## src/rtl/demux_1to4_reg.sv

```systemverilog
// demux_1to4_reg: registered 1-to-4 demultiplexer with valid/ready handshakes.
// One producer word is steered by select_i into a one-entry buffer on one of
// four lanes. Each lane's buffer is held until that lane's consumer takes it.
// A lane that pops and is pushed in the same cycle keeps streaming at full rate.
module demux_1to4_reg #(
    parameter int size = 32
) (
    input  logic            clk_i,
    input  logic            rst_i,
    input  logic [size-1:0] data_i,
    input  logic [1:0]      select_i,
    input  logic            valid_i,
    output logic            ready_o,
    output logic [size-1:0] data0_o,
    output logic [size-1:0] data1_o,
    output logic [size-1:0] data2_o,
    output logic [size-1:0] data3_o,
    output logic            valid0_o,
    output logic            valid1_o,
    output logic            valid2_o,
    output logic            valid3_o,
    input  logic            ready0_i,
    input  logic            ready1_i,
    input  logic            ready2_i,
    input  logic            ready3_i
);

    logic [3:0]      full_q, full_d;
    logic [size-1:0] buf_q [4];
    logic [size-1:0] buf_d [4];
    logic [3:0]      lane_rdy;
    logic [3:0]      push;
    logic [3:0]      pop;

    assign lane_rdy = {ready3_i, ready2_i, ready1_i, ready0_i};

    // The selected lane can take a word if it is empty or is being drained now.
    assign ready_o = ~full_q[select_i] | lane_rdy[select_i];

    // Per-lane push/pop decode and next-state for the flag and buffer.
    always_comb begin
        push = 4'b0000;
        if (valid_i && ready_o) begin
            push[select_i] = 1'b1;
        end
        pop = full_q & lane_rdy;
        for (int n = 0; n < 4; n++) begin
            full_d[n] = full_q[n];
            buf_d[n]  = buf_q[n];
            if (push[n]) begin
                buf_d[n]  = data_i;
                full_d[n] = 1'b1;
            end else if (pop[n]) begin
                full_d[n] = 1'b0;
            end
        end
    end

    // Lane state registers; reset empties every lane and clears the data.
    always_ff @(posedge clk_i or negedge rst_i) begin
        if (!rst_i) begin
            full_q <= 4'b0000;
            for (int n = 0; n < 4; n++) begin
                buf_q[n] <= '0;
            end
        end else begin
            full_q <= full_d;
            for (int n = 0; n < 4; n++) begin
                buf_q[n] <= buf_d[n];
            end
        end
    end

    assign data0_o  = buf_q[0];
    assign data1_o  = buf_q[1];
    assign data2_o  = buf_q[2];
    assign data3_o  = buf_q[3];
    assign valid0_o = full_q[0];
    assign valid1_o = full_q[1];
    assign valid2_o = full_q[2];
    assign valid3_o = full_q[3];

endmodule

```

## config.mk

```make
export PLATFORM = sky130hd
export DESIGN_NAME = demux_1to4_reg
export DESIGN_NICKNAME = d
export VERILOG_FILES = /design/src/rtl/demux_1to4_reg.sv
export SDC_FILE = /design/constraint.sdc
export NUM_CORES = 1
export LEC_CHECK = 0
export ABC_AREA = 1
export BUFFER_PORTS_ARGS = -buffer_cell sky130_fd_sc_hd__buf_2
export CORE_UTILIZATION = 50
export CTS_CLUSTER_DIAMETER = 40
export DETAILED_ROUTE_END_ITERATION = 10
export GPL_ROUTABILITY_DRIVEN = 1
export PLACE_DENSITY_LB_ADDON = 0.12
export SYNTH_ARGS = -nofsm -noshare
export SYNTH_HDL_FRONTEND = slang
export SYNTH_SLANG_ARGS = --single-unit
```

## constraint.sdc

```tcl
create_clock -name clk_i -period 1.8 [get_ports clk_i]
set_input_delay 0.36 -clock clk_i [delete_from_list [all_inputs] [get_ports clk_i]]
set_output_delay 0.36 -clock clk_i [all_outputs]
set_load 0.01 [all_outputs]
```

======== Yosys cells after proc, flatten, opt, wreduce, memory -nomap -nowiden ========
Index checks and enable logic that the tools add are counted.
word-level totals
  flip-flop bits (word level) ............. 132
  output and inout bits ................... 133
  word-level logic and storage cells ...... 34
  input port bits ......................... 41
operators by class
  muxes and demuxes ....................... 15
  bitwise operators ....................... 3
  order comparisons ....................... 2
  reduce and logical (&&, ||, !) cells .... 6
operators by type and width
  operator              count
  $mux W1               11
  $reduce_bool A2 Y1    4
  $and A4 B4 Y4         1
  $bmux W1 S2           2
  $mux W4               1
  $lt A2 B3 Y1 const B  1
  $demux W1 S2          1
  $ge A2 B1 Y1 const B  1
  $logic_and A1 B1 Y1   2
  $not A1 Y1            1
  $or A1 B1 Y1          1

======== Depth between registers and ports, before layout ========
Gate-level depths: netlist of run 1.
  word-level depth ........................ 7
  mapped depth ............................ 11
  mapped depth without buffers ............ 9

======== Worst setup path before layout of run 1 ========
Ideal clock, no wire load.
  path type ............................... in2out
  start ................................... input select_i[1]
  end ..................................... output ready_o
  buffers on the path ..................... 2
  arrival time ............................ 1.137 ns
  data required time ...................... 1.440 ns
  setup slack ............................. 0.303 ns
  stages on the path ...................... 7
  path through ............................ buf_4 nor2_8 nand2_1 nand2_1 nor2_4 nand2_8 buf_2
on the way
  word-level cells in the longest chain between the ends .. 4
  elaborated cells between the ends (all ways) .. 6
  classes of those cells .................. mux (4); bitwise (2)
RTL lines
  item                           line  text
  from (decl)                    11    input logic [1:0] select_i,
  $bmux W1 S2                    38    assign ready_o = ~full_q[select_i] | lane_rdy[select_i];
  $mux W1 (implied by the code)  38
  $not A1 Y1                     38
  $or A1 B1 Y1 *                 38
  to (decl)                      13    output logic ready_o,
Mark *: on every way between the ends. The rest lies on a longest branch, timed or not. The select of a mux whose other input is x is not followed.

======== Worst setup path after layout of run 1 ========
  start ................................... register full_q[0]
  end ..................................... output ready_o
on the way
  word-level cells in the longest chain between the ends .. 4
RTL lines
  item                           line  text
  from (decl)                    28    logic [3:0] full_q, full_d;
  from (signal assigned)         67    full_q <= full_d;
  $bmux W1 S2                    38
  $mux W1 (implied by the code)  38
  $not A1 Y1                     38
  $or A1 B1 Y1                   38
Every way passes these cells. The select of a mux whose other input is x is not followed.

==> results of run 1 <==
kinds of logic (layout without fill, tap and decap cells):
kind of cell    after synthesis  count (layout)  synth area share
buf+inv                      62             242            0.0672
compound gates                4               4           0.00354
simple gates                409             410             0.346
flops                       132             132             0.584
routing by layer:
metal  GRT usage  vias to the layer above
met1       0.383                     2497
met5           0                        -
met2       0.459                      231
met3      0.0747                       18
li1            -                     2402
met4      0.0917                        0
area by class of cell:
cell class	count	share of cell area
Clock buffer	17	0.0582
Tap cell	140	0.0239
Multi-Input combinational cell	414	0.273
Inverter	7	0.00359
Sequential cell	132	0.452
Clock inverter	15	0.0217
Timing Repair Buffer	203	0.168
registers in the layout, indices dropped and copies added, names as in the netlist:
signal   count
data1_o     32
data0_o     32
data3_o     32
full_q       4
data2_o     32
critical path, delay by kind of cell (launching register included):
family                 cells  cell delay, ns
buffers and inverters      1            0.14
AND/OR/NAND/NOR            5            0.41
flip-flops                 1            0.40
through the flow:
| step | cells | total power, mW |
|---|---|---|
| final | 928 | 9.27 |
| after CTS | 928 | 9.32 |
| after global routing | 928 | 9.72 |
| after detailed placement | 889 | 5.89 |
| after global placement | 889 | 5.83 |
| after floorplan | 607 | 4.91 |
worst min-delay path by stage:
| stage | cells after the start | slack (ns) | endpoint |
|---|---|---|---|
| after floorplan | 0 | 0.06 | data0_o[0]$_DFFE_PN0P_ |
| after global placement | 1 | 0.28 | data2_o[17]$_DFFE_PN0P_ |
| after detailed placement | 1 | 0.28 | data1_o[17]$_DFFE_PN0P_ |
| after CTS | 2 | 0.14 | full_q[3]$_DFFE_PN0P_ |
| after global routing | 2 | 0.15 | full_q[3]$_DFFE_PN0P_ |
| final | 2 | 0.15 | full_q[3]$_DFFE_PN0P_ |
cell usage after synthesis (all sizes together):
master / n / share of area
nand4: 128 / 0.14
nor2: 4 / 0.0069
o21ai: 4 / 0.0035
clkbuf: 11 / 0.0075
nand2: 270 / 0.18
nand3: 7 / 0.015
buf: 44 / 0.055
dfrtp: 132 / 0.58
inv: 7 / 0.0046
what timing repair did:
| action | in CTS | in global routing |
|---|---|---|
| endpoints found under the setup margin | 1 | 12 |
| buffers inserted | 5 | 0 |
| gates resized for setup | 0 | 1 |
| cloned | 1 | 0 |
| pin swaps | 1 | 0 |
| hold endpoints to repair | 21 | 0 |
| hold buffers | 1 | 0 |
power by group through the flow:
stage	clock network [mW]	logic [mW]	registers, mW
after floorplan	0	0.725	4.19
after global placement	0	1.92	3.91
after detailed placement	0	1.97	3.92
after CTS	3.44	2.00	3.89
after global routing	3.56	2.21	3.95
final	3.40	1.98	3.89
==> results.yml, run 1 <==
timing:
  fin_crit_ns: 1.72
  setup_viol: 0
  hold_viol_final: 0
  rsz0062_at_grt: "no"
  whs_ns: 0.150
  finClkSkew_ns: 0.00775
  slew_headroom: 0.723
  fin_crit_sh: 0.955
  tightest_slew_ns: 0.416
  fmax_mhz: 582
  finalSetupTns_ns: 0
  setup_slack_ns: 0.0810
  slew_viol_final: 0
power_and_ir_drop:
  p_sw_mw: 2.90
  p_leak_nw: 4.07
  power_density_mw_per_mm2: 1270
  combPwrFrac: 0.214
  netSwitchingFraction: 0.313
  intPower_mw: 6.38
  vdd_drop_max_mv: 0.607
  pwr-share-seq: 0.420
  p_clk_frac: 0.366
logic_synthesis:
  synth-seq-cells: 132
  synth_area_sq_mm: 0.00566
  synth-seq-area-share: 0.584
  netlist-cell-type-count: 20
  syn_area_per_cell_sq_um: 9.33
  syn_nets: 648
  yosysWarnings: 0
  synthCells: 607
floorplanning:
  die_width_microns: 108
  rows: 38
  ioPinCount: 174
  dieArea_sq_mm: 0.0118
  start_util: 0.518
  core_area_sq_mm: 0.0109
  dieHeight_microns: 108
finish:
  layout_common_cells: "268 x nand2_1, 171 x buf_2, 132 x dfrtp_1"
  fillerInstances: 900
  regArea_sq_mm: 0.00330
  drive_gt1_frac: 0.312
  diodes: 0
  nets: 816
  fin_area_sq_mm: 0.00731
  syn2layout_area_growth_pct: 29.2
  final_common_cell: "nand2_1"
  final_util: 0.669
  multiInputGateArea_sq_mm: 0.00200
placement:
  dp_hpwl_microns: 10600
  gp_congestion: 0.847
  dp_slack_ns: -0.0513
  portBuffers: 173
  dpl_cell_area_sq_mm: 0.00666
cts:
  htreeDepth: 4
  path_clk_slew_ns: 0.06
  max-clock-path-buffers: 2
  clkSinkCount: 132
  tritoncts: "yes"
  cts_buffers: 17
  clkLatencyLatePin_ns: 0.41
  cts-root-buf: "clkbuf_16"
grt:
  grt_pass1_wl_microns: 25600
  track_usage: 0.287
  antenna_found_initial: 0
  grt_max_degree: 67
  grt_pass1_vias: 4854
  grt_remaining_overflow: 0
routing:
  drt_iter0_markers: 349
  drt-total-wl_microns: 16200
  ant_nets: 0
  wl_per_cell_microns: 17.4
  met2_length_microns: 8000
  dr_total_vias: 5148
  drtPass1Iterations: 6
  m1WireLength_microns: 6720
  wl_met3_microns: 1230
  routed.top_layer: "met4"
  drc_errors: 0
  viasPerCell: 5.55
min_path:
  hp-start: "ready3_i"
  holdCritPathClass: "primary input to register"
worst_setup_path:
  worstPathArrival_ns: 1.36
  path_common_cell: "nand2_1"
  critPathKind: "register to output pin"
  crit_path_max_fanout: 3
  rr_endpoint: "data3_o[14]$_DFFE_PN0P_"
  r2r_slack_ns: 0.11
  crit_path_start_kind: "register"
  cpPeakStageDelay_ns: 0.40
  cp-endpoint: "ready_o"
  r2r_cells: 10
  crit_slowest_cell: "dfrtp_1"
  crit_start: "full_q[0]$_DFFE_PN0P_"
  crit_path_end_kind: "output pin"
  r2r-start: "full_q[0]$_DFFE_PN0P_"
  required_ns: 1.44
  crit_chain: "nand2_1 > nand2_1 > nand2_1 > nand2_2 > nand2_8 > buf_2"
outcome:
  outcome: "completed"
run:
  maxCapViolCount: 0
Note: power is estimated with default switching activity, not from simulation.
==> inputs of run 2 (changes only) <==
--- a/config.mk
+++ b/config.mk
@@ -11,6 +11,7 @@
 export CTS_CLUSTER_DIAMETER = 40
 export DETAILED_ROUTE_END_ITERATION = 10
 export GPL_ROUTABILITY_DRIVEN = 1
+export MAX_ROUTING_LAYER = met4
 export PLACE_DENSITY_LB_ADDON = 0.12
 export SYNTH_ARGS = -nofsm -noshare
 export SYNTH_HDL_FRONTEND = slang
==> constraint.sdc (replaced) <==
create_clock -name clk_i -period 2.1 [get_ports clk_i]
set_input_delay 0.42 -clock clk_i [delete_from_list [all_inputs] [get_ports clk_i]]
set_output_delay 0.42 -clock clk_i [all_outputs]
set_load 0.01 [all_outputs]
==> run 2 against run 1 <==
Net effect:
- worst setup slack gained 0.18 ns
- routed wire length shrank 2.6%
- via count shrank 0.80%
- first-iteration DRC count shrank 4.9%
- non-clock buffer count shrank 15
- clock power shrank 7.6%
- global-route usage grew 0.34 points
- count of clock-buffer cells in the layout grew 2
- critical path type unchanged
==> results.yml, run 2 (same netlist as run 1, synthesis figures left out) <==
routing:
  drc_errors: 0
  ant_nets: 0
  drt-total-wl_microns: 15700
  drtPass1Iterations: 5
  drt_iter0_markers: 332
  dr_total_vias: 5107
  wl_per_cell_microns: 17.3
  viasPerCell: 5.60
placement:
  dp_hpwl_microns: 10100
  portBuffers: 173
  gp_congestion: 0.847
  dpl_cell_area_sq_mm: 0.00654
min_path:
  holdCritPathClass: "primary input to asynchronous set/reset pin"
floorplanning:
  ioPinCount: 174
  dieHeight_microns: 108
  dieArea_sq_mm: 0.0118
  start_util: 0.518
  rows: 38
  core_area_sq_mm: 0.0109
  die_width_microns: 108
cts:
  clkSinkCount: 132
  post_cts_resized: 0
  max-clock-path-buffers: 2
  cts_setup_buffers: 0
  hold_buffers: 0
  htreeDepth: 4
  tritoncts: "yes"
  cts-root-buf: "clkbuf_16"
  clkLatencyLatePin_ns: 0.41
  path_clk_slew_ns: 0.06
  cts_buffers: 17
run:
  maxCapViolCount: 0
power_and_ir_drop:
  finalPower_mw: 8.13
  power_density_mw_per_mm2: 1130
  vdd_drop_max_mv: 0.570
  p_leak_nw: 3.99
timing:
  rsz0062_at_grt: "no"
  fin_crit_sh: 0.877
  fin_crit_ns: 1.84
  finClkSkew_ns: 0.00764
  hold_viol_final: 0
  slew_viol_final: 0
  setup_viol: 0
  finalSetupTns_ns: 0
  slew_headroom: 0.529
  tightest_slew_ns: 0.706
  fmax_mhz: 543
worst_setup_path:
  crit_start: "full_q[3]$_DFFE_PN0P_"
  required_ns: 1.68
  crit_path_max_fanout: 8
  cp-endpoint: "ready_o"
  r2r_slack_ns: 0.54
  critPathKind: "register to output pin"
  rr_endpoint: "data0_o[27]$_DFFE_PN0P_"
  r2r-start: "full_q[3]$_DFFE_PN0P_"
  crit_path_start_kind: "register"
  worstPathArrival_ns: 1.42
  crit_path_end_kind: "output pin"
  r2r_cells: 8
finish:
  diodes: 0
  drive_gt1_frac: 0.299
  fin_area_sq_mm: 0.00717
  final_common_cell: "nand2_1"
  regArea_sq_mm: 0.00330
  multiInputGateArea_sq_mm: 0.00199
  nets: 800
  syn2layout_area_growth_pct: 26.7
  layout_common_cells: "268 x nand2_1, 171 x buf_2, 132 x dfrtp_1"
  fillerInstances: 939
grt:
  grt_pass1_vias: 4734
  grt_max_degree: 133
  antenna_found_initial: 0
  grt_pass1_wl_microns: 25000
  track_usage: 0.291
  grt_remaining_overflow: 0
outcome:
  outcome: "completed"
## run 2: cell types whose count changed in the layout (fill, tap and decap cells not counted), sizes merged
cell / before / now
buf: 202 / 188
inv: 9 / 7
clkinv: 8 / 7
clkbuf: 17 / 19
bufinv: 2 / 4
dlygate4sd3: 1 / 0
clkinvlp: 3 / 2
nand2: 271 / 270
## run 2: worst min path at each step
| stage | from | end | slack, ns | cells past startpoint |
|---|---|---|---|---|
| detailed placement | data3_o[3]$_DFFE_PN0P_ | data3_o[3]$_DFFE_PN0P_ | 0.45 | 2 |
| global placement | data1_o[14]$_DFFE_PN0P_ | data1_o[14]$_DFFE_PN0P_ | 0.45 | 2 |
| floorplan | rst_i | data0_o[0]$_DFFE_PN0P_ | 0.12 | 0 |
| global route | rst_i | data1_o[17]$_DFFE_PN0P_ | 0.14 | 2 |
| finish | rst_i | data1_o[15]$_DFFE_PN0P_ | 0.09 | 2 |
| CTS | rst_i | data1_o[17]$_DFFE_PN0P_ | 0.16 | 2 |
## run 2: worst max-delay path, stage by stage (launching register included)
cell     delay, ns
dfrtp_1       0.40
nand2_1       0.07
nand2_1       0.06
nand2_1       0.07
nand2_2       0.09
nand2_8       0.13
buf_2         0.19
## run 2: through the flow
stage / utilization / cells / setup WS [ns] / hold WS (ns)
2_1_floorplan: - / 607 / 0.483 / 0.124
3_3_place_gp: 0.598 / 880 / 0.253 / 0.449
3_5_place_dp: 0.598 / 880 / 0.193 / 0.453
4_1_cts: 0.656 / 912 / 0.240 / 0.159
5_1_grt: 0.656 / 912 / 0.181 / 0.142
6_report: 0.656 / 912 / 0.257 / 0.0916
## run 2: per-layer routing
| metal | global-route usage | up-vias | routed length, microns |
|---|---|---|---|
| met4 | 0.109 | 0 | 343 |
| li1 | - | 2376 | - |
| met1 | 0.377 | 2483 | 6500 |
| met3 | 0.0790 | 24 | 1210 |
| met2 | 0.437 | 224 | 7680 |
| met5 | - | - | 0 |
## run 2: layout make-up
class | count | share of cell area
clock buffers | 19 | 0.0632
multi-input cells | 413 | 0.277
repair buffers | 188 | 0.146
inverters | 7 | 0.00366
flip-flops and latches | 132 | 0.461
clock inverters | 13 | 0.0253
well taps | 140 | 0.0244
## run 2: where the power goes
group | internal (mW) | total (mW) | switching [mW] | leakage [nW]
Sequential | 3.05 | 3.34 | 0.290 | 1.65
Clock | 2.05 | 3.14 | 1.09 | 0.309
Combinational | 0.624 | 1.65 | 1.02 | 2.03
